### config.mk
export PLATFORM = sky130hd
export DESIGN_NAME = bus_arbiter_flat
export DESIGN_NICKNAME = d
export VERILOG_FILES = /design/src/rtl/bus_arbiter_pkg.sv /design/src/rtl/bus_arbiter_if.sv /design/src/rtl/bus_arbiter_rr_picker.sv /design/src/rtl/bus_arbiter.sv /design/src/flat_wrapper.sv
export SDC_FILE = /design/constraint.sdc
export NUM_CORES = 1
export LEC_CHECK = 0
export BUFFER_PORTS_ARGS = -buffer_cell sky130_fd_sc_hd__buf_2
export CORE_ASPECT_RATIO = 1.25
export CORE_MARGIN = 2
export CORE_UTILIZATION = 44
export CTS_CLUSTER_SIZE = 24
export DETAILED_ROUTE_END_ITERATION = 10
export PLACE_DENSITY = 0.75
export SETUP_SLACK_MARGIN = 0.05
export SYNTH_ARGS = -nofsm -noshare
export SYNTH_HDL_FRONTEND = slang
export SYNTH_SLANG_ARGS = --single-unit
### constraint.sdc
create_clock -name clock -period 3.77 [get_ports clock]
set_clock_uncertainty 0.2 [all_clocks]
set_input_delay 0.754 -clock clock [delete_from_list [all_inputs] [get_ports clock]]
set_output_delay 0.754 -clock clock [all_outputs]
set_load 0.05 [all_outputs]
### src/rtl/bus_arbiter_pkg.sv
// Shared definitions for the snooping-bus arbiter: sizes, bus op codes,
// processor ids, FSM states and small decode helpers.
package bus_arbiter_pkg;

  localparam int unsigned NReq = 3;
  localparam int unsigned TagW = 3;
  localparam int unsigned OpW  = 2;
  localparam int unsigned IdW  = 2;

  localparam logic [OpW-1:0] OpIllegal = 2'b00;
  localparam logic [OpW-1:0] OpRdMiss  = 2'b01;
  localparam logic [OpW-1:0] OpWrMiss  = 2'b10;
  localparam logic [OpW-1:0] OpInv     = 2'b11;

  localparam logic [IdW-1:0] IdP1 = 2'd0;
  localparam logic [IdW-1:0] IdP2 = 2'd1;
  localparam logic [IdW-1:0] IdP3 = 2'd2;

  typedef enum logic [2:0] {
    StIdle,
    StSnoop,
    StWrbk,
    StMemrd,
    StDone
  } state_e;

  function automatic logic [NReq-1:0] id_to_onehot(logic [IdW-1:0] id);
    case (id)
      IdP1:    return 3'b001;
      IdP2:    return 3'b010;
      IdP3:    return 3'b100;
      default: return 3'b000;
    endcase
  endfunction

  // Caller guarantees at least one bit set.
  function automatic logic [IdW-1:0] lowest_id(logic [NReq-1:0] v);
    if (v[0]) return IdP1;
    else if (v[1]) return IdP2;
    else return IdP3;
  endfunction

  function automatic logic [IdW-1:0] next_id(logic [IdW-1:0] id);
    return (id == IdP3) ? IdP1 : id + 2'd1;
  endfunction

  // An illegal op carries no memory traffic, same as an invalidate.
  function automatic logic [OpW-1:0] norm_op(logic [OpW-1:0] op);
    return (op == OpIllegal) ? OpInv : op;
  endfunction

  function automatic logic [OpW-1:0] sel_op(logic [NReq*OpW-1:0] ops, logic [IdW-1:0] id);
    case (id)
      IdP2:    return ops[3:2];
      IdP3:    return ops[5:4];
      default: return ops[1:0];
    endcase
  endfunction

  function automatic logic [TagW-1:0] sel_tag(logic [NReq*TagW-1:0] tags, logic [IdW-1:0] id);
    case (id)
      IdP2:    return tags[5:3];
      IdP3:    return tags[8:6];
      default: return tags[2:0];
    endcase
  endfunction

endpackage

### src/rtl/bus_arbiter_if.sv
// Processor-side request/grant and bus/memory sequencing signals of the arbiter.
// slave: the arbiter's view; master: the processors/bus/memory side.
interface bus_arbiter_if;
  import bus_arbiter_pkg::*;

  logic [NReq-1:0]      req;
  logic [NReq*OpW-1:0]  req_op;
  logic [NReq*TagW-1:0] req_tag;
  logic [NReq-1:0]      snoop_dirty;
  logic [NReq-1:0]      gnt;
  logic [IdW-1:0]       gnt_id;
  logic                 bus_valid;
  logic [OpW-1:0]       bus_op;
  logic [TagW-1:0]      bus_tag;
  logic [IdW-1:0]       wb_sel;
  logic                 mem_wr;
  logic                 mem_rd;
  logic [NReq-1:0]      ack;
  logic                 busy;

  modport slave (
    input  req, req_op, req_tag, snoop_dirty,
    output gnt, gnt_id, bus_valid, bus_op, bus_tag, wb_sel, mem_wr, mem_rd, ack, busy
  );

  modport master (
    output req, req_op, req_tag, snoop_dirty,
    input  gnt, gnt_id, bus_valid, bus_op, bus_tag, wb_sel, mem_wr, mem_rd, ack, busy
  );

endinterface

### src/rtl/bus_arbiter_rr_picker.sv
// Combinational winner selection among the requesters.
// Default: round robin starting at ptr. With ARB_FIXED_PRIO_EN defined the
// pointer input disappears and P1 > P2 > P3 fixed priority is used instead.
module bus_arbiter_rr_picker
  import bus_arbiter_pkg::*;
(
  input  logic [NReq-1:0] req,
`ifndef ARB_FIXED_PRIO_EN
  input  logic [IdW-1:0]  ptr,
`endif
  output logic [NReq-1:0] win,
  output logic [IdW-1:0]  win_id,
  output logic            any
);

`ifndef ARB_FIXED_PRIO_EN
  logic [2*NReq-1:0] dbl;
  logic [NReq-1:0]   rot;
  logic [IdW-1:0]    off;
  logic [IdW:0]      sum;

  // Rotate requests so bit 0 is the pointer position, take the first set
  // bit, then map the offset back to an absolute id.
  always_comb begin
    dbl    = {req, req};
    rot    = dbl[ptr +: NReq];
    off    = 2'd0;
    if (rot[0]) off = 2'd0;
    else if (rot[1]) off = 2'd1;
    else off = 2'd2;
    sum    = {1'b0, ptr} + {1'b0, off};
    win_id = (sum >= 3'd3) ? IdW'(sum - 3'd3) : sum[IdW-1:0];
    any    = |req;
    win    = any ? id_to_onehot(win_id) : '0;
  end
`else
  // Fixed priority: lowest index wins.
  always_comb begin
    any    = |req;
    win_id = any ? lowest_id(req) : IdP1;
    win    = any ? id_to_onehot(win_id) : '0;
  end
`endif

endmodule

### src/rtl/bus_arbiter.sv
// Snooping-bus arbiter: grants one processor per transaction, broadcasts its
// message for one snoop cycle, then sequences owner writeback and memory read
// before acking the requester. All outputs come from registered state.
// Optional build macro: ARB_FIXED_PRIO_EN (fixed priority instead of round robin).
module bus_arbiter
  import bus_arbiter_pkg::*;
(
  input logic          clock,
  input logic          reset,
  bus_arbiter_if.slave bus
);

  state_e          state_q, state_d;
  logic [NReq-1:0] gnt_q, gnt_d;
  logic [IdW-1:0]  gnt_id_q, gnt_id_d;
  logic [OpW-1:0]  op_q, op_d;
  logic [TagW-1:0] tag_q, tag_d;
  logic [IdW-1:0]  wb_sel_q, wb_sel_d;
  logic [NReq-1:0] win;
  logic [NReq-1:0] dirty;
  logic [IdW-1:0]  win_id;
  logic            any_req;
`ifndef ARB_FIXED_PRIO_EN
  logic [IdW-1:0]  ptr_q, ptr_d;
`endif

  bus_arbiter_rr_picker u_picker (
    .req    (bus.req),
`ifndef ARB_FIXED_PRIO_EN
    .ptr    (ptr_q),
`endif
    .win    (win),
    .win_id (win_id),
    .any    (any_req)
  );

  // Next-state: grant latch in IDLE, path choice in SNOOP, pointer advance in DONE.
  always_comb begin
    state_d  = state_q;
    gnt_d    = gnt_q;
    gnt_id_d = gnt_id_q;
    op_d     = op_q;
    tag_d    = tag_q;
    wb_sel_d = wb_sel_q;
`ifndef ARB_FIXED_PRIO_EN
    ptr_d    = ptr_q;
`endif
    // The requester never writes back to itself.
    dirty    = bus.snoop_dirty & ~gnt_q;
    case (state_q)
      StIdle: begin
        if (any_req) begin
          gnt_d    = win;
          gnt_id_d = win_id;
          op_d     = norm_op(sel_op(bus.req_op, win_id));
          tag_d    = sel_tag(bus.req_tag, win_id);
          state_d  = StSnoop;
        end
      end
      StSnoop: begin
        if (|dirty) begin
          wb_sel_d = lowest_id(dirty);
          state_d  = StWrbk;
        end else if (op_q != OpInv) begin
          state_d = StMemrd;
        end else begin
          state_d = StDone;
        end
      end
      StWrbk: begin
        state_d = (op_q != OpInv) ? StMemrd : StDone;
      end
      StMemrd: begin
        state_d = StDone;
      end
      StDone: begin
        gnt_d   = '0;
`ifndef ARB_FIXED_PRIO_EN
        ptr_d   = next_id(gnt_id_q);
`endif
        state_d = StIdle;
      end
      default: begin
        gnt_d   = '0;
        state_d = StIdle;
      end
    endcase
  end

  // State and transaction registers with synchronous reset.
  always_ff @(posedge clock) begin
    if (reset) begin
      state_q  <= StIdle;
      gnt_q    <= '0;
      gnt_id_q <= IdP1;
      op_q     <= '0;
      tag_q    <= '0;
      wb_sel_q <= '0;
`ifndef ARB_FIXED_PRIO_EN
      ptr_q    <= IdP1;
`endif
    end else begin
      state_q  <= state_d;
      gnt_q    <= gnt_d;
      gnt_id_q <= gnt_id_d;
      op_q     <= op_d;
      tag_q    <= tag_d;
      wb_sel_q <= wb_sel_d;
`ifndef ARB_FIXED_PRIO_EN
      ptr_q    <= ptr_d;
`endif
    end
  end

  // Outputs decoded from state; bus_tag stays up through MEMRD as the memory address.
  always_comb begin
    bus.busy      = (state_q != StIdle);
    bus.gnt       = gnt_q;
    bus.gnt_id    = bus.busy ? gnt_id_q : '0;
    bus.bus_valid = (state_q == StSnoop);
    bus.bus_op    = bus.busy ? op_q : '0;
    bus.bus_tag   = bus.busy ? tag_q : '0;
    bus.wb_sel    = (state_q == StWrbk) ? wb_sel_q : '0;
    bus.mem_wr    = (state_q == StWrbk);
    bus.mem_rd    = (state_q == StMemrd);
    bus.ack       = (state_q == StDone) ? gnt_q : '0;
  end

endmodule
### src/flat_wrapper.sv
// flat-port wrapper written by rule: the top's interface ports become plain ports
module bus_arbiter_flat import bus_arbiter_pkg::*;
  (clock, reset, bus_req, bus_req_op, bus_req_tag, bus_snoop_dirty, bus_gnt, bus_gnt_id, bus_bus_valid, bus_bus_op, bus_bus_tag, bus_wb_sel, bus_mem_wr, bus_mem_rd, bus_ack, bus_busy);
  bus_arbiter_if bus_i ();
  input logic clock;
  input logic reset;
  input wire logic [$bits(bus_i.req)-1:0] bus_req;
  input wire logic [$bits(bus_i.req_op)-1:0] bus_req_op;
  input wire logic [$bits(bus_i.req_tag)-1:0] bus_req_tag;
  input wire logic [$bits(bus_i.snoop_dirty)-1:0] bus_snoop_dirty;
  output wire logic [$bits(bus_i.gnt)-1:0] bus_gnt;
  output wire logic [$bits(bus_i.gnt_id)-1:0] bus_gnt_id;
  output wire logic [$bits(bus_i.bus_valid)-1:0] bus_bus_valid;
  output wire logic [$bits(bus_i.bus_op)-1:0] bus_bus_op;
  output wire logic [$bits(bus_i.bus_tag)-1:0] bus_bus_tag;
  output wire logic [$bits(bus_i.wb_sel)-1:0] bus_wb_sel;
  output wire logic [$bits(bus_i.mem_wr)-1:0] bus_mem_wr;
  output wire logic [$bits(bus_i.mem_rd)-1:0] bus_mem_rd;
  output wire logic [$bits(bus_i.ack)-1:0] bus_ack;
  output wire logic [$bits(bus_i.busy)-1:0] bus_busy;
  assign bus_i.req = bus_req;
  assign bus_i.req_op = bus_req_op;
  assign bus_i.req_tag = bus_req_tag;
  assign bus_i.snoop_dirty = bus_snoop_dirty;
  assign bus_gnt = bus_i.gnt;
  assign bus_gnt_id = bus_i.gnt_id;
  assign bus_bus_valid = bus_i.bus_valid;
  assign bus_bus_op = bus_i.bus_op;
  assign bus_bus_tag = bus_i.bus_tag;
  assign bus_wb_sel = bus_i.wb_sel;
  assign bus_mem_wr = bus_i.mem_wr;
  assign bus_mem_rd = bus_i.mem_rd;
  assign bus_ack = bus_i.ack;
  assign bus_busy = bus_i.busy;
  bus_arbiter u_core (.clock(clock), .reset(reset), .bus(bus_i));
endmodule
# After elaboration in Yosys (flattened, before gate mapping)
# Cells that the tools add are included.
# W data, S select, Z words.
[word_totals] elab_cells=57 reg_bits=17
[classes] n_addsub=3 bitwise_logic=3 shifts=1 eq_ne=9 reduce_logical=10 magnitude_cmp=1 muxes=23
[op_table] operator="$mux W2" n=12
[op_table] operator="$mux W3" n=6
[op_table] operator="$pmux W3 S2" n=2
[op_table] operator="$pmux W3 S4" n=1
[op_table] operator="$pmux W3 S3" n=1
[op_table] operator="$reduce_or A3 Y1" n=3
[op_table] operator="$eq A3 B2 Y1 const B" n=2
[op_table] operator="$reduce_and A2 Y1" n=3
[op_table] operator="$shiftx A6 B3 Y2" n=1
[op_table] operator="$eq A2 B2 Y1 const B" n=2
[op_table] operator="$logic_not A2 Y1" n=2
[op_table] operator="$pmux W2 S2" n=1
[op_table] operator="$add A2 B2 Y3" n=1
[op_table] operator="$and A3 B3 Y3" n=1
[op_table] operator="$eq A3 B1 Y1 const B" n=1
[op_table] operator="$eq A3 B3 Y1 const B" n=1
[op_table] operator="$ge A3 B2 Y1 const B" n=1
[op_table] operator="$logic_not A3 Y1" n=1
[op_table] operator="$not A3 Y3" n=1
[op_table] operator="$reduce_bool A3 Y1" n=1
[op_table] operator="$add A2 B1 Y2 const B" n=1
[op_table] operator="$eq A2 B1 Y1 const B" n=1
[op_table] operator="$ne A2 B1 Y1 const B" n=1
[op_table] operator="$ne A2 B2 Y1 const B" n=1
[op_table] operator="other kinds (2)" n=2

# Logic depth before layout (Yosys ltp)
# Gate-level depths: netlist of run 1.
[logic_depth] depth_word=12 mapped_depth=19

# Modules after synthesis
# A second synthesis of run 1 with hierarchy kept.
[unflattened] hier_cells=155 area_unflattened_um2=1161.1
[modules_own_cells] mod="bus_arbiter" area_per_inst_um2=962.2 cells_per_inst=127 instances=1 seq_area_each_um2=340.3
[modules_own_cells] mod="bus_arbiter_rr_picker" area_per_inst_um2=198.9 cells_per_inst=28 instances=1 seq_area_each_um2=0.0

# Least setup slack after synthesis of run 1
# Ideal clock, no wire load.
[synth_path] path_type="input-to-reg" start="input port bus_req[1]" end="register u_core.op_q[0]" t_arrival_ns=3.564 setup_ns=0.121 slack_ns=-0.114 cell_stages=17 path_buffers=1 path_cell_list="nor2b_1 > a22oi_1 > a21oi_1 > ha_1 > inv_1 > fa_1 > inv_1 > ha_1 > nor2b_1 > mux2i_1 > inv_1 > ha_1 > clkbuf_1 > nor2_1 > a21oi_1 > nor2b_1 > a211oi_2"
[synth_via] elab_chain_len=12 word_cells_on_any_way=16
[synth_rtl] element="from (decl)" line="flat_wrapper.sv:7" source="input wire logic [$bits(bus_i.req)-1:0] bus_req;"
[synth_rtl] element="$shiftx A6 B3 Y2 *" line="bus_arbiter_rr_picker.sv:26" source="rot = dbl[ptr +: NReq];"
[synth_rtl] element="$mux W2" line="bus_arbiter_rr_picker.sv:29" source="else if (rot[1]) off = 2'd1;"
[synth_rtl] element="$mux W2 *" line="bus_arbiter_rr_picker.sv:28" source="if (rot[0]) off = 2'd0;"
[synth_rtl] element="$add A2 B2 Y3 *" line="bus_arbiter_rr_picker.sv:31" source="sum = {1'b0, ptr} + {1'b0, off};"
[synth_rtl] element="$ge A3 B2 Y1 or $sub A2 B2 Y2 (tied branches)" line="bus_arbiter_rr_picker.sv:32" source="win_id = (sum >= 3'd3) ? IdW'(sum - 3'd3) : sum[IdW-1:0];"
[synth_rtl] element="$mux W2 *" line="bus_arbiter_rr_picker.sv:32"
[synth_rtl] element="net u_core.u_picker.win_id[0]" line="bus_arbiter_rr_picker.sv:12" source="output logic [IdW-1:0] win_id,"
[synth_rtl] element="$eq A2 B2 Y1 or $eq A2 B1 Y1 (tied branches)" line="bus_arbiter_pkg.sv:53" source="case (id)"
[synth_rtl] element="$pmux W2 S2 *" line="bus_arbiter_pkg.sv:53"
[synth_rtl] element="$mux W2 *" line="bus_arbiter.sv:52" source="if (any_req) begin"
[synth_rtl] element="$mux W2 *" line="bus_arbiter.sv:50" source="case (state_q)"
[synth_rtl] element="$logic_not A2 Y1" line="bus_arbiter_pkg.sv:49" source="return (op == OpIllegal) ? OpInv : op;"
[synth_rtl] element="$mux W2 *" line="bus_arbiter_pkg.sv:49"
[synth_rtl] element="to (signal assigned)" line="bus_arbiter.sv:106" source="op_q <= op_d;"
[synth_rtl] element="to (decl)" line="bus_arbiter.sv:16" source="logic [OpW-1:0] op_q, op_d;"
# Mark *: on every way through the listed nets, which the timed path passes. The rest lies on a longest branch. The select of a mux whose other input is x is not followed.
# A chain may end at the register's enable or synchronous reset.

# Worst setup path in the final report of run 1
[layout_path] start="input port bus_req[1]" end="register u_core.op_q[1]"
# The elaborated chain is that of the path after synthesis.

==> metrics.csv, run 1 <==
stage,metric,value,unit
outcome,outcome,completed,
drt,DRT antenna net count,0,
clocking,CTS H-tree depth,1,
drt,routed vias,1230,
yosys,Post-Synthesis Cells,140,
yosys,Post-Synth XOR/XNOR Area,0,
yosys,top cell type's share of synthesized area,0.288,
yosys,Synth Area in Simple Gates,0.319,
cells_and_area,fill count,223,
floorplanning,die footprint,3120,sq um
setup_path,crit path from,bus_req[1],
yosys,Mapped Nets,169,
worst_hold_path,hold crit path type,reg2reg,
setup_path,WS Path Type,in2reg,
yosys,main combinational cell family by area after synthesis,simple AND/OR/NAND/NOR gates,
yosys,"Distinct cells, synth",37,
yosys,Synth async-reset ratio,0,
setup_path,startpoint types,input pin,
global_route,total gr overflow,0,
yosys,Synth top cells by count,"nor2_1 (19), dfxtp_1 (17), a21oi_1 (14)",
global_route,vias in the first global route,1114,
clocking,TritonCTS Buffers,3,
global_route,GRT Util Overall,0.196,
yosys,mux cell area share after synthesis,0.0507,
timing,# setup viols final,0,
yosys,Synth Area in Compound Gates,0.215,
placement,# port buffers,41,
yosys,Synth Warn #,0,
power,Max VDD drop,246,uV
drt,Via-to-Cell Ratio,5.47,
yosys,Synth area leader,dfxtp_1,
clocking,Clock Latency Late Sink,0.29,ns
floorplanning,core footprint,2630,sq um
job,max_cap viols,0,
drt,Post-Route WL,3250,um
clocking,CTS tree,yes,
global_route,first-pass GRT wire length,4710,um
yosys,top-count cell post-synth,nor2_1,
cells_and_area,post-route insts no fill,225,
floorplanning,Die H,62.0,um
yosys,syn_area_per_cell,8.45,sq um
placement,dpl hpwl,2260,um
setup_path,Crit path arrival time,3.61,ns
drt,drt first pass iters,4,
timing,Max Slew Vio Count,0,
yosys,Adder-Cell Fraction of Synth Area,0.0698,
cells_and_area,nets@finish,221,
setup_path,Crit Reg-Reg Startpoint,u_core.ptr_q[0],
yosys,Mapped Area,1180,sq um
setup_path,Crit Path Max Fanout,5,
yosys,Synth area leaders,"dfxtp_1 (29%), nor2_1 (6.0%), a21oi_1 (5.9%)",
setup_path,worst reg2reg endpoint,u_core.op_q[1],
yosys,predominant post-synthesis flop cell,dfxtp_1,
yosys,register area share after synthesis,0.288,
clocking,"CTS clk-pin slew, worst paths",0.10,ns
drt,Routed WL per cell,14.5,um
clocking,deepest clock path buffer count,2,
cells_and_area,share of cells above drive strength 1,0.534,
setup_path,r2r setup slk,0.24,ns
global_route,largest net degree at the start of global routing,16,
global_route,initial antenna violation count,0,
setup_path,worst setup path endpoint,u_core.op_q[1],
drt,initial drt markers,30,
power,Leakage,0.751,nW
cells_and_area,area grow syn2layout,41.9,%
timing,final hold violations,0,
cells_and_area,Util after Layout,0.639,
floorplanning,num ports,42,
timing,Worst Max-Slew Pin Slew,0.453,ns
cells_and_area,ANT cells,0,
yosys,register bit total from synthesis,17,
clocking,root buffer cell,clkbuf_4,
floorplanning,Die X,50.4,um
setup_path,reg2reg path depth,17,
yosys,Post-synth EDFFs,0,
clocking,Hold Buf Count CTS,0,
timing,slew margin rel.,0.697,
timing,TNS Setup,0,ns
placement,placer congestion estimate,0.831,
setup_path,Critical Path End Type,register,
timing,Tcrit/Tclk final,0.966,
drt,DRC Markers,0,
timing,fmax,274,MHz
floorplanning,initial core utilization,0.450,
clocking,number of clock sinks,17,
power,pwr/cell area,435,nW/um^2
floorplanning,row cnt,21,
timing,Final Critical Period,3.64,ns
placement,placed cell count,218,
setup_path,WP data required,3.74,ns
## logic make-up after synthesis
family | count (synthesis)
compound gates | 36
flops | 17
fa+ha+maj | 6
buf+inv | 12
simple gates | 63
mux | 6
## worst max-delay path, cell delays in order
cell and delay, ns:
buf_4 0.11, nor2b_4 0.16, a22oi_2 0.09, a21oi_2 0.15
ha_2 0.17, inv_1 0.05, fa_1 0.55, inv_2 0.06
ha_4 0.17, nor3b_4 0.21, a2bb2oi_4 0.23, inv_2 0.09
ha_4 0.31, nor2_1 0.07, a21oi_2 0.19, nor2b_4 0.18
a211oi_2 0.06
## state kept, by name, indices dropped and copies added (netlist names)
name,flops
u_core.ptr_q,2
u_core.bus.gnt,3
u_core.state_q,3
u_core.op_q,2
u_core.tag_q,3
u_core.wb_sel_q,2
u_core.gnt_id_q,2
## placed cells by master (no fill, tap or decap), types with 2 or more instances in the layout
cell / instances
a22oi_1: 4
a22oi_2: 5
nand2_1: 7
buf_4: 13
nand4b_1: 2
inv_1: 3
nor2b_4: 4
clkbuf_4: 3
or3_1: 3
a21oi_1: 11
and3_1: 4
buf_2: 39
dfxtp_1: 16
a31oi_1: 2
inv_2: 3
and2_2: 7
ha_4: 4
nor2_1: 17
mux2i_1: 5
a211oi_2: 3
a21oi_2: 3
and2_1: 2
nand2b_1: 3
nor3b_1: 2
nor2_2: 5
## repair_timing
action,in CTS,in global routing
pin swaps,0,8
resized for setup,2,38
cloned,0,0
setup buffers,0,3
endpoints found under the setup margin,1,6
## cell type report
class	instances	area [sq um]	area share
Tap cell	34	42.5	0.0253
Clock buffer	4	26.3	0.0156
Sequential cell	17	342	0.203
Timing Repair Buffer	53	304	0.181
Inverter	6	22.5	0.0134
Multi-Input combinational cell	111	942	0.561
## per-stage QoR
stage,setup WS (ns),hold slack (ns),power (mW),area (sq um)
5_1_grt,-0.00690,0.350,0.774,1680
3_5_place_dp,-0.287,0.287,0.568,1460
3_3_place_gp,-0.0763,0.266,0.555,1460
4_1_cts,0.0799,0.312,0.667,1490
6_report,0.127,0.312,0.731,1680
2_1_floorplan,0.0625,0.251,0.503,1200
## power by group
part           total, mW  switching [mW]  internal, mW
combinational      0.397           0.237         0.160
clock             0.0981          0.0569        0.0412
sequential         0.236          0.0297         0.207
## routing by layer
| layer | wire length [um] | vias to the layer above | GRT usage |
|---|---|---|---|
| met5 | 0 | - | 0 |
| met4 | 50 | 0 | 0.0888 |
| met3 | 103 | 6 | 0.0239 |
| met2 | 1830 | 22 | 0.372 |
| met1 | 1270 | 601 | 0.223 |
| li1 | - | 601 | - |
## worst min path at each step
stage / startpoint / depth (start not counted) / slack (ns) / to
2_1_floorplan: u_core.tag_q[0] / 2 / 0.25 / u_core.tag_q[0]
3_3_place_gp: u_core.tag_q[0] / 2 / 0.27 / u_core.tag_q[0]
3_5_place_dp: u_core.tag_q[2] / 2 / 0.29 / u_core.tag_q[2]
4_1_cts: u_core.tag_q[2] / 2 / 0.31 / u_core.tag_q[2]
5_1_grt: u_core.wb_sel_q[1] / 2 / 0.35 / u_core.wb_sel_q[1]
6_report: u_core.tag_q[2] / 2 / 0.31 / u_core.tag_q[2]
(Power assumes the default switching activity.)
==> run 2: changes to the inputs <==
--- a/config.mk
+++ b/config.mk
@@ -8,10 +8,10 @@
 export BUFFER_PORTS_ARGS = -buffer_cell sky130_fd_sc_hd__buf_2
 export CORE_ASPECT_RATIO = 1.25
 export CORE_MARGIN = 2
-export CORE_UTILIZATION = 44
+export CORE_UTILIZATION = 49
 export CTS_CLUSTER_SIZE = 24
 export DETAILED_ROUTE_END_ITERATION = 10
-export PLACE_DENSITY = 0.75
+export PLACE_DENSITY = 0.79
 export SETUP_SLACK_MARGIN = 0.05
 export SYNTH_ARGS = -nofsm -noshare
 export SYNTH_HDL_FRONTEND = slang
==> constraint.sdc (replaced) <==
create_clock -name clock -period 4.15 [get_ports clock]
set_clock_uncertainty 0.2 [all_clocks]
set_input_delay 0.83 -clock clock [delete_from_list [all_inputs] [get_ports clock]]
set_output_delay 0.83 -clock clock [all_outputs]
set_load 0.05 [all_outputs]
==> run 2 against run 1 <==
Against the previous run: global-route usage rose by 1.3 points; total power fell by 18%; highest routed layer unchanged; wire length fell by 16%.
==> metrics.csv, run 2 (synthesis results as in run 1) <==
stage,metric,value,unit,change
outcome,outcome,completed,,
setup_path,worst reg2reg endpoint,u_core.op_q[1],,
timing,Hold Slack,0.295,ns,-0.0170 ns
drt,DRC Markers,0,,unchanged
placement,# port buffers,41,,unchanged
timing,Worst Max-Slew Pin Slew,0.449,ns,-0.00351 ns
drt,routed vias,1152,,-6.3%
timing,# setup viols final,0,,unchanged
floorplanning,die footprint,2830,sq um,-9.5%
setup_path,Crit path arrival time,3.90,ns,+0.29 ns
power,Psw,0.267,mW,-18%
global_route,initial antenna violation count,0,,unchanged
setup_path,Critical Path End Type,register,,
drt,Routed WL per cell,12.8,um,-11%
setup_path,crit path from,bus_req[1],,
placement,dpl hpwl,2080,um,-8.0%
floorplanning,row cnt,19,,-9.5%
drt,initial drt markers,21,,-30%
worst_hold_path,hold depth,2,,unchanged
setup_path,startpoint types,input pin,,
setup_path,WS Path Type,in2reg,,
power,clock power share,0.150,,+0.016
floorplanning,Die H,59.0,um,-4.9%
clocking,root buffer cell,clkbuf_4,,
clocking,"CTS clk-pin slew, worst paths",0.09,ns,about the same
worst_hold_path,hold path start,u_core.tag_q[2],,
power,total power,0.602,mW,-18%
cells_and_area,fill count,207,,-7.2%
floorplanning,initial core utilization,0.530,,+0.0792
power,combinational share of power,0.495,,-0.047
global_route,total gr overflow,0,,unchanged
cells_and_area,nets@finish,213,,-3.6%
clocking,CTS tree,yes,,
cells_and_area,area grow syn2layout,24.1,%,
timing,fmax,258,MHz,
floorplanning,Die X,48.0,um,-4.8%
worst_hold_path,hold endpoint,u_core.tag_q[2],,
setup_path,reg2reg path depth,17,,unchanged
timing,RSZ-0062 raised after global routing,false,,
global_route,vias in the first global route,1039,,-6.7%
global_route,GRT Util Overall,0.210,,+0.0132
timing,Tcrit/Tclk final,0.936,,
clocking,CTS H-tree depth,1,,unchanged
setup_path,Crit Reg-Reg Startpoint,u_core.ptr_q[0],,
timing,final hold violations,0,,unchanged
drt,Via-to-Cell Ratio,5.38,,-1.5%
drt,DRT antenna net count,0,,unchanged
setup_path,Crit Path Max Fanout,6,,+1
global_route,largest net degree at the start of global routing,16,,unchanged
clocking,Clock Latency Late Sink,0.29,ns,about the same
drt,Post-Route WL,2740,um,-16%
cells_and_area,ANT cells,0,,unchanged
cells_and_area,share of cells above drive strength 1,0.393,,-0.141
setup_path,r2r setup slk,0.39,ns,+0.15 ns
setup_path,WP data required,4.17,ns,+0.43 ns
power,Max VDD drop,265,uV,+7.9%
cells_and_area,Multi-input gate area,806,sq um,-14%
clocking,Hold Buf Count CTS,0,,unchanged
cells_and_area,Reg area,340,sq um,-0.37%
cells_and_area,most common library cell in the layout ignoring fill and taps,buf_2,,
power,pwr/cell area,410,nW/um^2,-5.9%
floorplanning,core footprint,2230,sq um,-15%
clocking,deepest clock path buffer count,2,,unchanged
cells_and_area,most frequent cells in the layout,"buf_2 (41), nor2_1 (19), dfxtp_1 (17)",,
worst_hold_path,hold crit path type,reg2reg,,
timing,Max Slew Vio Count,0,,unchanged
timing,slew margin rel.,0.699,,+0.00235
power,Leakage,0.686,nW,-8.6%
drt,drt first pass iters,4,,unchanged
power,Net Sw Frac,0.444,,+0.000944
timing,Final Critical Period,3.88,ns,
job,max_cap viols,0,,unchanged
floorplanning,num ports,42,,unchanged
global_route,first-pass GRT wire length,4280,um,-9.1%
power,Flop pwr share,0.355,,+0.032
clocking,number of clock sinks,17,,unchanged
placement,placer congestion estimate,0.737,,-11%
power,internal power,0.335,mW,-18%
clocking,TritonCTS Buffers,3,,unchanged
## run 2: cell count changes in the layout (fill, tap and decap cells not counted), moves of 4 or more
cell     previous run  this run
a22oi_2             5         0
nor2b_4             4         0
buf_4              13         4
a22oi_1             4         9
## run 2: final cells by class
cell class / instances / share of cell area
Multi-Input combinational cell: 111 / 0.549
Sequential cell: 17 / 0.232
Timing Repair Buffer: 45 / 0.160
Tap cell: 31 / 0.0264
Clock buffer: 4 / 0.0179
Inverter: 6 / 0.0153
## run 2: per-layer routing
| metal | track usage | vias to the layer above | share of wire |
|---|---|---|---|
| li1 | - | 585 | - |
| met1 | 0.255 | 523 | 0.42 |
| met2 | 0.356 | 38 | 0.52 |
| met3 | 0.0215 | 6 | 0.042 |
| met4 | 0.0927 | 0 | 0.016 |
| met5 | 0 | - | 0 |
## run 2: worst max path at each step
stage,endpoint,slack [ns],cells after the start
CTS,u_core.op_q[0],0.26,17
detailed placement,u_core.op_q[0],-0.03,17
global placement,u_core.op_q[0],0.05,17
global route,u_core.op_q[1],0.06,17
finish,u_core.op_q[1],0.27,17
floorplan,u_core.op_q[0],0.19,17
## run 2: what timing repair did
action / in CTS / in global routing
buffers inserted: 0 / 1
resized for setup: 0 / 6
endpoints found under the setup margin: 0 / 5
## run 2: through the flow
step           instance area [sq um]  std cells  utilization  worst slack (ns)  TNS (ns)
2_1_floorplan                   1180        140            -             0.190         0
3_3_place_gp                    1400        209        0.628            0.0500         0
3_5_place_dp                    1400        209        0.628           -0.0285   -0.0883
4_1_cts                         1430        213        0.640             0.263         0
5_1_grt                         1470        214        0.657            0.0557         0
6_report                        1470        214        0.657             0.268         0
## run 2: critical path, stage by stage
cell,delay (ns)
buf_2,0.11
nor2b_2,0.16
a22oi_1,0.09
a21oi_1,0.17
ha_1,0.16
inv_1,0.05
fa_1,0.57
inv_1,0.06
ha_1,0.21
nor2b_2,0.17
mux2i_1,0.28
inv_1,0.15
ha_2,0.26
a22oi_1,0.19
a21oi_1,0.10
nor2b_1,0.15
a211oi_2,0.20
## run 2: power groups by stage
stage / sequential (mW) / combinational [mW] / clock [mW]
floorplan: 0.221 / 0.230 / 0
global placement: 0.215 / 0.279 / 0
detailed placement: 0.217 / 0.287 / 0
CTS: 0.213 / 0.287 / 0.0933
global route: 0.219 / 0.322 / 0.0979
finish: 0.214 / 0.298 / 0.0901
